### config.mk
export PLATFORM = sky130hd
export DESIGN_NAME = instr_loader
export DESIGN_NICKNAME = d
export VERILOG_FILES = /design/src/rtl/instr_loader.sv
export SDC_FILE = /design/constraint.sdc
export NUM_CORES = 1
export LEC_CHECK = 0
export ABC_AREA = 1
export BUFFER_PORTS_ARGS = -buffer_cell sky130_fd_sc_hd__buf_2
export CAP_MARGIN = 0
export CORE_AREA = 3 3 78 80
export CTS_BUF_LIST = sky130_fd_sc_hd__clkbuf_4 sky130_fd_sc_hd__clkbuf_8 sky130_fd_sc_hd__clkbuf_16
export DETAILED_ROUTE_END_ITERATION = 16
export DIE_AREA = 0 0 81 83
export PLACE_DENSITY = 0.83
export SLEW_MARGIN = 20
export SYNTH_ARGS = -nofsm -noshare
export SYNTH_HDL_FRONTEND = slang
export SYNTH_SLANG_ARGS = --single-unit
export TNS_END_PERCENT = 10
### constraint.sdc
create_clock -name clk -period 2.31 [get_ports clk]
set_input_delay 0.231 -clock clk [delete_from_list [all_inputs] [get_ports clk]]
set_output_delay 0.231 -clock clk [all_outputs]
set_load 0.03 [all_outputs]
### src/rtl/instr_loader.sv
// instr_loader: accepts mnemonic-level instruction requests and writes encoded
// MIPS words sequentially into instruction memory, one session per start.
module instr_loader #(
    parameter int ADDR_W = 8
) (
    input  logic              clk,
    input  logic              reset,
    input  logic              start,
    input  logic              in_valid,
    output logic              in_ready,
    input  logic [4:0]        in_op,
    input  logic [4:0]        in_rs,
    input  logic [4:0]        in_rt,
    input  logic [4:0]        in_rd,
    input  logic [4:0]        in_shamt,
    input  logic [15:0]       in_imm,
    input  logic              in_last,
    output logic              mem_we,
    output logic [ADDR_W-1:0] mem_addr,
    output logic [31:0]       mem_wdata,
    output logic              done,
    output logic [ADDR_W:0]   count,
    output logic              err,
    output logic              ovf
);
    typedef enum logic [1:0] {IDLE, LOAD, DONE} state_t;
    state_t state, state_next;
    logic [ADDR_W-1:0] addr;
    logic [5:0] code;
    logic [31:0] word;
    logic xfer, legal, full, shift, rtype;
    assign xfer  = in_valid && state == LOAD;
    assign legal = ~in_op[4];
    assign full  = addr == {ADDR_W{1'b1}};
    assign rtype = in_op < 5'd10;
    assign shift = in_op >= 5'd7 && in_op <= 5'd9;
    // code doubles as R-type funct or I-type opcode depending on op class
    always_comb begin
        code = 6'h00;
        case (in_op)
            5'd0:  code = 6'h20;
            5'd1:  code = 6'h22;
            5'd2:  code = 6'h24;
            5'd3:  code = 6'h25;
            5'd4:  code = 6'h26;
            5'd5:  code = 6'h27;
            5'd6:  code = 6'h2A;
            5'd7:  code = 6'h00;
            5'd8:  code = 6'h02;
            5'd9:  code = 6'h03;
            5'd10: code = 6'h08;
            5'd11: code = 6'h0C;
            5'd12: code = 6'h0D;
            5'd13: code = 6'h0E;
            5'd14: code = 6'h23;
            5'd15: code = 6'h2B;
            default: code = 6'h00;
        endcase
        word = rtype ? {6'b000000, shift ? 5'd0 : in_rs, in_rt, in_rd, shift ? in_shamt : 5'd0, code}
                     : {code, in_rs, in_rt, in_imm};
    end
    always_comb begin
        state_next = state;
        in_ready   = 1'b0;
        done       = 1'b0;
        case (state)
            IDLE: state_next = start ? LOAD : IDLE;
            LOAD: begin
                in_ready = 1'b1;
                if (xfer && (in_last || (legal && full))) state_next = DONE;
            end
            DONE: begin
                done       = 1'b1;
                state_next = IDLE;
            end
            default: state_next = IDLE;
        endcase
    end
    always_ff @(posedge clk) begin
        if (reset) begin
            state     <= IDLE;
            addr      <= '0;
            count     <= '0;
            err       <= 1'b0;
            ovf       <= 1'b0;
            mem_we    <= 1'b0;
            mem_addr  <= '0;
            mem_wdata <= '0;
        end else begin
            state  <= state_next;
            mem_we <= xfer && legal;
            if (state == IDLE && start) begin
                addr  <= '0;
                count <= '0;
                err   <= 1'b0;
                ovf   <= 1'b0;
            end
            if (xfer && !legal) err <= 1'b1;
            // the last slot is written but the address holds so it never wraps
            if (xfer && legal) begin
                mem_addr  <= addr;
                mem_wdata <= word;
                count     <= count + 1'b1;
                if (!full) addr <= addr + 1'b1;
                if (full && !in_last) ovf <= 1'b1;
            end
        end
    end
endmodule

* Yosys cells after proc, flatten, opt, wreduce, memory -nomap -nowiden
Memories as Yosys holds them, arrays and structs flattened.
Cells that the tools add are included.
** Cells by class
- $add $sub $neg :: 2
- $mul :: 0
- Div/mod/pow operators :: 0
- Magnitude comparators :: 3
- Equality and inequality tests :: 4
- Shift-type cells :: 0
- Mux-type cells :: 19
- Bitwise logic cells :: 1
- Reductions and logical operators :: 13
** Operators by type and width (number)
- 32-bit 2-to-1 mux :: 1
- 8-bit 2-to-1 mux :: 3
- 9-bit 2-to-1 mux :: 2
- 5-bit 2-to-1 mux :: 2
- 9-bit by 1-bit adder with 9-bit output (second input constant) :: 1
- 8-bit by 1-bit adder with 8-bit output (second input constant) :: 1
- 8-bit equality test (second input constant) :: 1
- 1-bit logical AND :: 8
- 1-bit 2-to-1 mux :: 8
- 6-bit 2-to-1 mux :: 1
- 5-bit by 3-bit >= comparator with 1-bit output (second input constant) :: 1
- 5-bit by 4-bit <= comparator with 1-bit output (second input constant) :: 1
- 5-bit by 4-bit less-than comparator with 1-bit output (second input constant) :: 1
- 2-bit one-hot mux with 2 select lines :: 1
- 2-bit nonzero test :: 2
- 2-bit by 1-bit equality test with 1-bit output (second input constant) :: 1
- 2-bit equality test (second input constant) :: 1
- 2-bit logical NOT :: 1
- 2-bit 2-to-1 mux :: 1
- 2-bit by 1-bit inequality test with 1-bit output (second input constant) :: 1
- 1-bit logical NOT :: 1
- 1-bit logical OR :: 1
- 1-bit NOT :: 1
** Storage, ports and cells
- Register bits :: 62
- Latch bits :: 0
- Bits in writable memories :: 0
- ROM bits :: 80
- Input bits :: 46
- Output and inout port bits :: 54
- Logic and storage cells :: 51
- Memories kept :: 1
** Memories
- (no name shown) :: depth 16, bits a word 5, read ports 1, clocked after memory_dff 0, wr ports 0, line 40 : case (in_op)

* Depth between registers and ports, before layout
- Depth in word-level cells :: 6
- Mapped depth :: 9
- Gate-level depth less buffers :: 9

* Worst setup path after synthesis
Ideal clock, no wire load.
- Path kind :: register -> register
- Start :: register count[0]
- End :: register count[6]
- Setup time :: 0.116 ns
- Arrival time :: 1.376 ns
- Data required time :: 2.194 ns
- Path slack :: 0.818 ns
- Cell stages (with the launch flop) :: 7
- Buffers on the path :: 0
- Clock period less this slack :: 1.492 ns
- Path through :: dfxtp_1 -> ha_1 -> nand2_1 -> nor2_1 -> nand4_2 -> o21ai_0 -> nor2_1
** Between the ends
- Cells in the longest elaborated chain, start to end :: 2
** Ends and longest elaborated chain
- start: declaration :: line 22 : output logic [ADDR_W:0] count,
- start signal: assignment :: line 103 : count <= count + 1'b1;
- 9-bit by 1-bit adder with 9-bit output :: line 103
- 9-bit 2-to-1 mux :: line 100 : if (xfer && legal) begin
No other way between the ends.
A chain may end at the register's enable or synchronous reset.

* Worst setup path after layout
- Start :: register addr[0]
- End :: register addr[3]
** Between the ends
- Cells in the longest elaborated chain, start to end :: 3
- Elaborated cells on any way between the ends :: 4
- Those cells by class :: 1 x add/sub; 1 x eq/ne; 2 x mux
** Ends and longest elaborated chain
- start: declaration :: line 28 : logic [ADDR_W-1:0] addr;
- start signal: assignment :: line 104 : if (!full) addr <= addr + 1'b1;
- 8-bit by 1-bit adder with 8-bit output or 8-bit equality test (tied branches) :: line 104, 34
- 8-bit 2-to-1 mux (*) :: line 104
- 8-bit 2-to-1 mux (*) :: line 100
Mark *: on every way between the ends. The rest lies on a longest branch, timed or not.

==> metrics.txt <==
nets@finish 540; Post-CTS Hold Fix Bufs 0; Fill cells 500; DRC errors left 0; area added between synthesis and finish 23.8%; syn avg cell area 7.29 um^2; first-pass GRT wire length 12,600 um; Tcrit/Tclk final 68.4%; layout cells sized above 1 27.7%; I/O Pins 100; Seq cells post-synth 61; First DRT Iteration DRCs 172; Post-synth top flop dfxtp_1; Worst Path Max Fanout 8; Initial Util 52.9%; Port Buffers 98; drt wl/cell 13.3 um; RSZ-0062 raised after global routing false; Power Density 672 mW/mm^2; worst vdd ir 0.381 mV; worst hold path class in2reg; Num CTS Buffers 9; Commonest cells post-synth 87 x nand2_1, 61 x dfxtp_1, 45 x a21oi_1, 45 x nor2_1, 40 x o21ai_0; top post-synthesis cells by area dfxtp_1 42%, nand2_1 11%, a21oi_1 7.8%, o21ai_0 6.9%, nor2_1 5.8%; CTS tree built; gr usage total 23.1%; final setup vio count 0; initial antenna violation count 0; vias in the first global route 2,816; async set or reset register ratio after synthesis 0%; H-tree depth 3; gpl congestion 0.903; register area share after synthesis 42.2%; # rows 27; Setup crit end kind flip-flop; storage element area 0.00122 mm^2; DR pass1 iterations 6; status finished, final reports clean; Syn Std Cell Area 0.00290 mm^2; number of synthesized flops with an enable pin 0; CTS max path bufs 2; Lkg Pwr 0.00175 uW; Critical Path RT 2.52 ns; crit path buf inv count 0; Yosys top cell by area dfxtp_1; most common cell in the netlist nand2_1; Setup TNS 0 ns; area of the multi-input gates 0.00143 mm^2; Die H 83 um; DP Wirelength 5380 um; fin crit period 1.58 ns; via count 3,002; clock sink total 61; clock-pin transition on the worst setup and hold timing paths 0.07 ns; Critical Path AT 1.79 ns; Core ar. 0.00547 mm^2; final core utilization 65.5%; max cap viols 0; Fin. Hold Viols 0; worst-skew pair later-pin latency 0.33 ns; largest net degree at the start of global routing 41; WL final 7530 um; kind of critical path reg2reg; Worst-Margin Slew 1.03 ns; Synth Net Count 447; max-slew violations 0; share of the synthesized area in the top cell type 42.2%; Largest stage delay, worst path 0.40 ns; Top delay family on crit path simple AND/OR/NAND/NOR gates; Post-Syn Instances 397; Synth Warn # 0; CP Cell Sequence ha_1 > nand2_1 > nor2_1 > nand4_2 > nand2_2 > o21ai_0 > nand2_1 > nor2_1; Die X 81 um; Root Buffer clkbuf_8; postcts setup bufs 0; diode count 0; Detail Route Antenna Nets 0; Worst slew margin 31.5%; Critical Path Source Type flip-flop; Fin Hold WS 0.122 ns; Finished Layout Cells 567; number of gates resized after cts 0; vias per cell 5.29; placed cells 551; synth unique cells 32; slowest CP cell dfxtp_1; grt ovf 0; Fin Clk Skew 0.00728 ns; Die Footprint 0.00672 mm^2; FMAX 633 MHz
-- kinds of logic after synthesis --
logic type,synth area share (%)
flip-flops,42.2
AND/OR/NAND/NOR,29.8
AO/OA/AOI/OAI,17.6
buffers and inverters,8.60
adder cells (fa/ha/maj),1.73
other,0.130
-- registers in the layout (all words and copies together), names as in the netlist --
register / count
mem_we: 1
ovf: 1
addr: 8
err: 1
count: 9
mem_wdata: 31
mem_addr: 8
state: 2
-- final timing paths --
check	from	endpoint	slack, ns	cells after the start
max	addr[0]	addr[3]	0.73	8
min	in_rt[1]	mem_wdata[17]	0.12	3
min reg2reg	mem_addr[5]	mem_addr[5]	0.46	2
max reg2reg	addr[0]	addr[3]	0.73	8
-- tightest hold or removal path, cell delays in order --
cell and delay [ns]:
buf_2 0.07, nor2_1 0.03, nor2_1 0.08
-- report_power, final --
group          internal, uW  leakage, uW  total (uW)  switching (uW)
logic                  94.1      0.00115         298             204
clock network           598     0.000109        1010             416
registers              1080     0.000494        1100            16.5
total                  1770      0.00175        2410             637
-- final cells by class --
cell class / instances / share of cell area [%]
clock inverter: 3 / 1.19
inverter: 32 / 3.35
tap: 72 / 2.51
timing repair buffer: 101 / 14.3
sequential: 61 / 34.1
multi-input combinational: 285 / 39.8
clock buffer: 13 / 4.82
-- layout by cell type, fill, tap and decap left out, types with 2 or more instances in the layout --
| master | synthesis | final |
|---|---|---|
| o22ai_1 | 7 | 7 |
| nor2_1 | 45 | 45 |
| nor2_4 | 4 | 4 |
| nor3_1 | 4 | 4 |
| dfxtp_1 | 61 | 61 |
| a21oi_1 | 45 | 45 |
| ha_1 | 4 | 4 |
| nand4_2 | 2 | 2 |
| nand4_1 | 10 | 10 |
| nand2_2 | 2 | 2 |
| buf_2 | 6 | 98 |
| a21oi_2 | 2 | 2 |
| o21ai_0 | 40 | 40 |
| buf_4 | 2 | 3 |
| nand3_1 | 22 | 22 |
| clkbuf_8 | 0 | 12 |
| inv_1 | 28 | 28 |
| nand3_2 | 3 | 3 |
| inv_2 | 4 | 4 |
| nand2_1 | 87 | 87 |
-- through the flow --
stage / instance area, um^2 / total power, uW / worst slack (ns)
3_3_place_gp: 3370 / 1410 / 0.729
2_1_floorplan: 2900 / 1320 / 0.818
4_1_cts: 3580 / 2420 / 0.750
6_report: 3580 / 2410 / 0.731
3_5_place_dp: 3370 / 1420 / 0.620
5_1_grt: 3580 / 2510 / 0.568
-- layer usage --
| layer | vias to the layer above | share of wire (%) | global-route usage, % |
|---|---|---|---|
| met4 | 0 | 0.90 | 4.61 |
| met1 | 1366 | 43 | 29.9 |
| met5 | - | 0 | 0 |
| li1 | 1507 | - | - |
| met2 | 120 | 48 | 37.5 |
| met3 | 9 | 8.3 | 7.70 |
Power figures use the tool's default switching activity.
